[src/rtl/video_timing_pkg.sv]
// Shared raster timing constants, position type and window helper for the
// video sync generator and the downstream playfield pixel stages.
package video_timing_pkg;

    localparam int CNT_W = 9;

    localparam int H_TOTAL_DEF      = 384;
    localparam int H_ACTIVE_DEF     = 256;
    localparam int H_SYNC_START_DEF = 296;
    localparam int H_SYNC_WIDTH_DEF = 32;

    localparam int V_TOTAL_DEF      = 264;
    localparam int V_ACTIVE_DEF     = 240;
    localparam int V_SYNC_START_DEF = 248;
    localparam int V_SYNC_WIDTH_DEF = 3;

    typedef struct packed {
        logic [CNT_W-1:0] h;
        logic [CNT_W-1:0] v;
    } video_pos_t;

    // Half-open window test done in int so start+width may equal 2**CNT_W.
    function automatic logic in_window(input int pos, input int start, input int width);
        return (pos >= start) && (pos < start + width);
    endfunction

endpackage

[src/rtl/video_sync_counter.sv]
// Modulo-N counter with enable; exposes the registered count, the value it
// will take on the next edge, and a terminal-count flag (count == N-1).
module video_sync_counter
    import video_timing_pkg::*;
#(
    parameter int N = 384,
    parameter int W = 9
) (
    input  logic         clk,
    input  logic         rst,
    input  logic         en,
    output logic [W-1:0] count,
    output logic [W-1:0] count_next,
    output logic         tc
);

    logic [W-1:0] count_reg;

    assign count = count_reg;
    assign tc    = (count_reg == W'(N - 1));

    always_comb begin
        count_next = count_reg;
        if (en) begin
            count_next = tc ? '0 : count_reg + 1'b1;
        end
    end

    always_ff @(posedge clk or posedge rst) begin
        if (rst) begin
            count_reg <= '0;
        end else begin
            count_reg <= count_next;
        end
    end

endmodule

[src/rtl/video_sync_timing.sv]
// Raster timing generator: H/V counters, active-low syncs, blanking and strobes.
// Define VIDEO_SYNC_TIMING_IRQ_EN to build the frame interrupt latch on IRQ_AL.
module video_sync_timing
    import video_timing_pkg::*;
#(
    parameter int H_TOTAL      = H_TOTAL_DEF,
    parameter int H_ACTIVE     = H_ACTIVE_DEF,
    parameter int H_SYNC_START = H_SYNC_START_DEF,
    parameter int H_SYNC_WIDTH = H_SYNC_WIDTH_DEF,
    parameter int V_TOTAL      = V_TOTAL_DEF,
    parameter int V_ACTIVE     = V_ACTIVE_DEF,
    parameter int V_SYNC_START = V_SYNC_START_DEF,
    parameter int V_SYNC_WIDTH = V_SYNC_WIDTH_DEF,
    parameter int CNT_W        = video_timing_pkg::CNT_W
) (
    input  logic             CLK,
    input  logic             RST,
    input  logic             PIX_CE,
    input  logic             IRQ_ACK,
    output logic [CNT_W-1:0] H_CNT,
    output logic [CNT_W-1:0] V_CNT,
    output logic             TRGA_AL,
    output logic             VSYNC_AL,
    output logic             HBLANK,
    output logic             VBLANK,
    output logic             BLANK_AL,
    output logic             LINE_START,
    output logic             FRAME_START,
    output logic             IRQ_AL
);

    if (H_SYNC_START + H_SYNC_WIDTH > H_TOTAL) begin : g_chk_hsync
        $fatal(1, "video_sync_timing: H sync window extends past H_TOTAL");
    end
    if (V_SYNC_START + V_SYNC_WIDTH > V_TOTAL) begin : g_chk_vsync
        $fatal(1, "video_sync_timing: V sync window extends past V_TOTAL");
    end
    if (H_ACTIVE >= H_TOTAL || V_ACTIVE >= V_TOTAL) begin : g_chk_active
        $fatal(1, "video_sync_timing: active region must be smaller than total");
    end
    if (H_TOTAL > 2**CNT_W || V_TOTAL > 2**CNT_W) begin : g_chk_width
        $fatal(1, "video_sync_timing: CNT_W too narrow for H_TOTAL/V_TOTAL");
    end

    logic [CNT_W-1:0] h_next;
    logic [CNT_W-1:0] v_next;
    logic             h_tc;
    logic             v_en;
    logic             v_tc_unused;

    // V advances only on the enabled edge where H wraps.
    assign v_en = PIX_CE & h_tc;

    video_sync_counter #(
        .N (H_TOTAL),
        .W (CNT_W)
    ) u_h_counter (
        .clk        (CLK),
        .rst        (RST),
        .en         (PIX_CE),
        .count      (H_CNT),
        .count_next (h_next),
        .tc         (h_tc)
    );

    video_sync_counter #(
        .N (V_TOTAL),
        .W (CNT_W)
    ) u_v_counter (
        .clk        (CLK),
        .rst        (RST),
        .en         (v_en),
        .count      (V_CNT),
        .count_next (v_next),
        .tc         (v_tc_unused)
    );

    logic h_blank_next;
    logic v_blank_next;
    logic h_sync_next;
    logic v_sync_next;
    logic h_zero_next;
    logic v_zero_next;

    always_comb begin
        h_blank_next = int'(h_next) >= H_ACTIVE;
        v_blank_next = int'(v_next) >= V_ACTIVE;
        h_sync_next  = in_window(int'(h_next), H_SYNC_START, H_SYNC_WIDTH);
        v_sync_next  = in_window(int'(v_next), V_SYNC_START, V_SYNC_WIDTH);
        h_zero_next  = (h_next == '0);
        v_zero_next  = (v_next == '0);
    end

    // Decoding the next counts keeps every flag aligned with H_CNT/V_CNT.
    always_ff @(posedge CLK or posedge RST) begin
        if (RST) begin
            TRGA_AL     <= 1'b1;
            VSYNC_AL    <= 1'b1;
            HBLANK      <= 1'b0;
            VBLANK      <= 1'b0;
            BLANK_AL    <= 1'b1;
            LINE_START  <= 1'b1;
            FRAME_START <= 1'b1;
        end else begin
            TRGA_AL     <= ~h_sync_next;
            VSYNC_AL    <= ~v_sync_next;
            HBLANK      <= h_blank_next;
            VBLANK      <= v_blank_next;
            BLANK_AL    <= ~(h_blank_next | v_blank_next);
            LINE_START  <= h_zero_next;
            FRAME_START <= h_zero_next & v_zero_next;
        end
    end

`ifdef VIDEO_SYNC_TIMING_IRQ_EN
    logic irq_set;

    assign irq_set = v_en && (int'(v_next) == V_ACTIVE);

    // Set has priority over a coincident acknowledge; ack ignores PIX_CE.
    always_ff @(posedge CLK or posedge RST) begin
        if (RST) begin
            IRQ_AL <= 1'b1;
        end else if (irq_set) begin
            IRQ_AL <= 1'b0;
        end else if (IRQ_ACK) begin
            IRQ_AL <= 1'b1;
        end
    end
`else
    logic irq_ack_unused;

    assign irq_ack_unused = IRQ_ACK;
    assign IRQ_AL         = 1'b1;
`endif

endmodule
[config.mk]
export PLATFORM = sky130hd
export DESIGN_NAME = video_sync_timing
export DESIGN_NICKNAME = d
export VERILOG_FILES = /design/src/rtl/video_timing_pkg.sv /design/src/rtl/video_sync_counter.sv /design/src/rtl/video_sync_timing.sv
export SDC_FILE = /design/constraint.sdc
export NUM_CORES = 1
export LEC_CHECK = 0
export ABC_AREA = 1
export CAP_MARGIN = 20
export CORE_MARGIN = 2
export CORE_UTILIZATION = 51
export CTS_BUF_LIST = sky130_fd_sc_hd__clkbuf_16
export DETAILED_ROUTE_END_ITERATION = 12
export GPL_TIMING_DRIVEN = 0
export PLACE_DENSITY = 0.79
export RECOVER_POWER = 25
export SLEW_MARGIN = 5
export SYNTH_ARGS = -nofsm -noshare
export SYNTH_HDL_FRONTEND = slang
export SYNTH_SLANG_ARGS = --single-unit
[constraint.sdc]
create_clock -name CLK -period 1.75 [get_ports CLK]
set_input_delay 0.35 -clock CLK [delete_from_list [all_inputs] [get_ports CLK]]
set_output_delay 0.35 -clock CLK [all_outputs]
set_load 0.02 [all_outputs]
# Word-level counts from Yosys, hierarchy flattened
# Index checks and enable logic that the tools add are counted.
[classes]
n_addsub = 2
multipliers = 0
div_mod_pow = 0
order_cmp = 6
eq_ne = 2
shift = 0
muxes = 4
bitwise_logic = 6
reduce_logical = 4
[ops]
columns = ["operator", "n"]
rows = [
  ["2-to-1 mux 9 bit", 4],
  ["adder 9 x 1 -> 9 bit (second input constant)", 2],
  ["== test 9 bit (second input constant)", 2],
  ["greater-or-equal comparator 9 x 8 -> 1 bit (second input constant)", 2],
  ["greater-or-equal comparator 9 bit (second input constant)", 2],
  ["logical NOT 9 bit", 2],
  ["< comparator 9 x 8 -> 1 bit (second input constant)", 1],
  ["< comparator 9 bit (second input constant)", 1],
  ["NOT 1 bit", 3],
  ["bitwise AND 1 bit", 2],
  ["logical AND 1 bit", 2],
  ["OR 1 bit", 1],
]
[totals]
register_bits = 25
latchBits = 0
ramBits = 0
romBits = 0
inputBits = 4
elab_cells = 33
n_memories = 0

# Longest topological paths before layout
[logic_depth]
ltp_word = 6
ltp_mapped = 11
mapped_depth_nobuf = 11

# Modules after synthesis
# A second synthesis with hierarchy kept.
[unflattened]
cells_unflattened = 196
area_unflattened_um2 = 1446.4
[by_module_without_submodules]
columns = ["mod", "n_inst", "cells_each", "area_per_inst_um2", "seq_area_each_um2"]
rows = [
  ["video_sync_counter (u_v_counter)", 1, 80, 559.3, 225.2],
  ["video_sync_counter (u_h_counter)", 1, 64, 499.2, 225.2],
  ["video_sync_timing", 1, 52, 387.9, 181.4],
]

# Least setup slack after synthesis
# No wires, ideal clock.
[synth_path]
kind = "register to register"
start = "register u_h_counter.count_reg[1], in the netlist u_h_counter.count[1]"
end = "register FRAME_START"
setup_ps = 67
arrival_time_ps = 1585
setup_slack_ps = 98
stages_incl_launch_ff = 11
n_path_buf = 1
period_less_slack_ps = 1652
cell_sequence = "dfrtp_1 -> ha_1 -> nand2_1 -> nor2_4 -> nand3_4 -> buf_6 -> nand3_2 -> nand2_1 -> nor2_1 -> nand3_1 -> nor2_1"
[synth_between]
elab_chain_cells = 5
[synth_rtl]
columns = ["item", "line_no", "source"]
rows = [
  ["start, declared", "video_sync_counter.sv:17", "logic [W-1:0] count_reg;"],
  ["start signal, assigned", "video_sync_counter.sv:33", "count_reg <= count_next;"],
  ["adder 9 x 1 -> 9 bit / == test 9 bit (equally long branches)", "video_sync_counter.sv:25, video_sync_counter.sv:20", ""],
  ["2-to-1 mux 9 bit / bitwise AND 1 bit (equally long branches)", "video_sync_counter.sv:25, video_sync_timing.sv:52", ""],
  ["2-to-1 mux 9 bit", "video_sync_counter.sv:24", "if (en) begin"],
  ["logical NOT 9 bit, on equally long branches", "video_sync_timing.sv:90, video_sync_timing.sv:91", ""],
  ["bitwise AND 1 bit (*)", "video_sync_timing.sv:111", "FRAME_START <= h_zero_next & v_zero_next;"],
  ["end signal, assigned", "video_sync_timing.sv:111", ""],
  ["end, declared", "video_sync_timing.sv:28", "output logic FRAME_START,"],
]
# Mark *: on every way between the ends. The rest lies on a longest branch, timed or not.

# Final worst setup path
# Same ends and word-level chain as after synthesis.

==> metrics.md <==
| Metric | Value |
|---|---|
| First-pass GRT wire length | ~5.8 mm |
| Synth top area cells | dfrtp_1, nand2_1, dfstp_2, nor2_1, inv_1 |
| Initial core utilization | 53.8% |
| Tot Pwr | ~2.1 mW |
| Post-synth top area cell | dfrtp_1 |
| Critical path arrival | 1.94 ns |
| P per Cell Area | slightly above 1000 nW/um^2 |
| Worst-Margin Slew | 0.894 ns |
| Ant diodes | 0 |
| Core footprint | 2760 sq um |
| # port buffers | 26 |
| Max reg flops | 9 |
| Reg area | 612 sq um |
| Most instantiated library cell after synthesis | nand2_1 |
| HPWL Detailed | 2.39 mm |
| Via count | between 1000 and 1500 |
| Mapped Nets | 219 |
| Mux share of post-synthesis cell area | 0% |
| Post-CTS Hold Buffers | 0 |
| Max H-tree Level | 1 |
| Clock Path Buffers | 2 |
| Max Cap Violations | 0 |
| Yosys reg bits | 24 |
| Initial antenna violation count | 0 |
| # nets final | 261 |
| Finish-stage setup viols | 0 |
| Netlist cell types | 27 |
| Unrepaired setup endpoints after global routing | yes |
| Via/cell ratio | 5.12 |
| Seq/Total Area, Yosys | 40.9% |
| Post-layout min period | 1.75 ns |
| CP startpoint kind | flop |
| Mapped Cells | 213 |
| Vias in the first global route | 1324 |
| Fill count | 210 |
| Synth Flop Type | dfrtp_1 |
| Die area | 3350 sq um |
| Maximum VDD drop | ~1.1 mV |
| Die width | around 58 microns |
| Area Growth Syn to Fin | 39.4% |
| DRC | 0 |
| Clk_skew | 0.00464 ns |
| Inserted Clock Buffers | 3 |
| Worst slew margin | between 40% and 50% |
| Xor and xnor area share after synthesis | 1.18% |
| Largest family of logic cells by synthesized area | simple AND/OR/NAND/NOR gates |
| GRT Util Overall | 22.2% |
| Die Y | 57.9 microns |
| Fmax | 573 MHz |
| EDFF count, synth | 0 |
| RePlAce Congestion | a little under 0.9 |
| Synth top cells by count | nand2_1, nor2_1, inv_1, dfrtp_1, nand3_1 |
| Sink Count | 24 |
| GRT overflow | 0 |
| WL/cell | 13.1 microns |
| Detailed Route Iter0 Violations | 72 |
| Simple-Gate Fraction of Synth Area | 38.6% |
| Avg Cell Area, Syn | 6.96 sq um |
| WL final | 3.74 mm |
| Pins Over Slew Limit | 0 |
| Worst skew pair latency | 0.26 ns |
| Status | finished clean |
| Worst hold path type | primary input to flop |
| Post-synth ARST share | 100% |
| Final hold vios | 0 |
| Area of the multi-input gates | a little under 800 sq um |
| Fin crit share | 99.7% |
| Largest net degree at the start of global routing | 25 |
| Final core occ | 75.0% |
| Warnings from Yosys | 0 |
| Rows | 19 |
| Max FO, Critical Path | 5 |
| I/O pins | 30 |
| Fraction of the mapped netlist area in adder cells | 1.69% |
| Mapped Area | 1480 sq um |
| Layout cells sized above 1 | 22.4% |
| First drt pass iteration count | 4 |
| Compound-Gate Fraction of Synth Area | 6.16% |
| CTS tree | built |
| Clock-pin transition on the worst setup and hold timing paths | 0.06 ns |
| Worst setup slack after layout | 0.00492 ns |
| Setup Slack @ Placement | -0.0805 ns |
| Worst Setup End Kind | flop |
| Worst EP required | around 2.0 ns |
| Leakage | 1.06 nW |
| Root buffer cell | clkbuf_16 |
| Antenna Nets Post-Route | 0 |
| Synth top area share | about a third |
| Crit Path Class | flop to flop |
-- routing by layer --
| layer | wire, microns | vias up | share of wire [%] | track usage [%] |
|---|---|---|---|---|
| met5 | 0 | - | 0 | 0 |
| met4 | 72 | 0 | 1.9 | 6.98 |
| met3 | 133 | 9 | 3.6 | 2.46 |
| met2 | 1940 | 37 | 52 | 38.6 |
| met1 | 1600 | 675 | 43 | 29.0 |
| li1 | - | 739 | - | - |
-- critical path: stages, from the launching register on --
cell and delay [ns]:
dfrtp_1 0.40, ha_4 0.18, nand2_4 0.05, nor2_4 0.21
nand3_4 0.16, buf_6 0.18, nand2_4 0.06, nand4_1 0.10
nor2_2 0.13, nand3_1 0.11, nor2_1 0.12
-- cells in the final DEF, fill, tap and decap left out, types with 5 or more instances in the layout --
cell / count
nor2_2: 5
dlymetal6s2s_1: 5
nand2_1: 62
inv_1: 31
dfrtp_1: 15
clkdlybuf4s50_1: 18
buf_4: 11
nor2_1: 28
nand3_1: 15
nand4_1: 6
dfstp_2: 5
nand2_2: 5
-- per-stage QoR --
step	instances	TNS, ns	cell area, sq um	hold slack, ns
detailed placement	270	-0.0970	1780	0.617
global placement	270	-0.0382	1780	0.610
floorplan	213	0	1480	0.361
finish	285	0	2070	0.499
global route	285	-0.224	2070	0.516
CTS	277	0	1910	0.442
-- cells by family after synthesis --
family	Yosys count
other	1
adders and majority gates	2
buffers and inverters	40
DFF	24
AOI/OAI and AO/OA	14
xor gates and xnor gates	2
and+or+nand+nor	130
-- repair_timing --
action,in CTS,in global routing
pin swaps,0,11
buffers inserted,2,7
gates resized for setup,4,30
endpoints found under the setup margin,5,9
cloned,1,1
-- path summary, 6_finish.rpt --
check	start	endpoint	slack, ns	cells after the start
setup / recovery	u_h_counter.count[1]$_DFF_PP0_	FRAME_START$_DFF_PP1_	0.005	10
hold / removal	PIX_CE	u_h_counter.count[0]$_DFF_PP0_	0.50	2
setup reg to reg	u_h_counter.count[1]$_DFF_PP0_	FRAME_START$_DFF_PP1_	0.005	10
hold reg to reg	u_v_counter.count[3]$_DFF_PP0_	u_v_counter.count[3]$_DFF_PP0_	0.63	2
max in group asynchronous	RST	u_v_counter.count[3]$_DFF_PP0_	0.56	2
min in group asynchronous	RST	u_h_counter.count[7]$_DFF_PP0_	0.58	2
-- report_power, final --
| part | internal (mW) | switching (mW) | total [mW] |
|---|---|---|---|
| Clock | 0.455 | 0.200 | 0.655 |
| Combinational | 0.288 | 0.414 | 0.703 |
| Sequential | 0.634 | 0.119 | 0.753 |
| Total | 1.38 | 0.733 | 2.11 |
-- cell type report --
type                            instances  share of cell area (%)
Timing Repair Buffer                   36                    16.8
Tap cell                               31                    1.88
Sequential cell                        24                    29.6
Clock inverter                          1                    1.45
Buffer                                  4                    1.51
Inverter                               36                    6.66
Clock buffer                            3                    3.63
Multi-Input combinational cell        150                    38.4
Power figures use the tool's default switching activity.
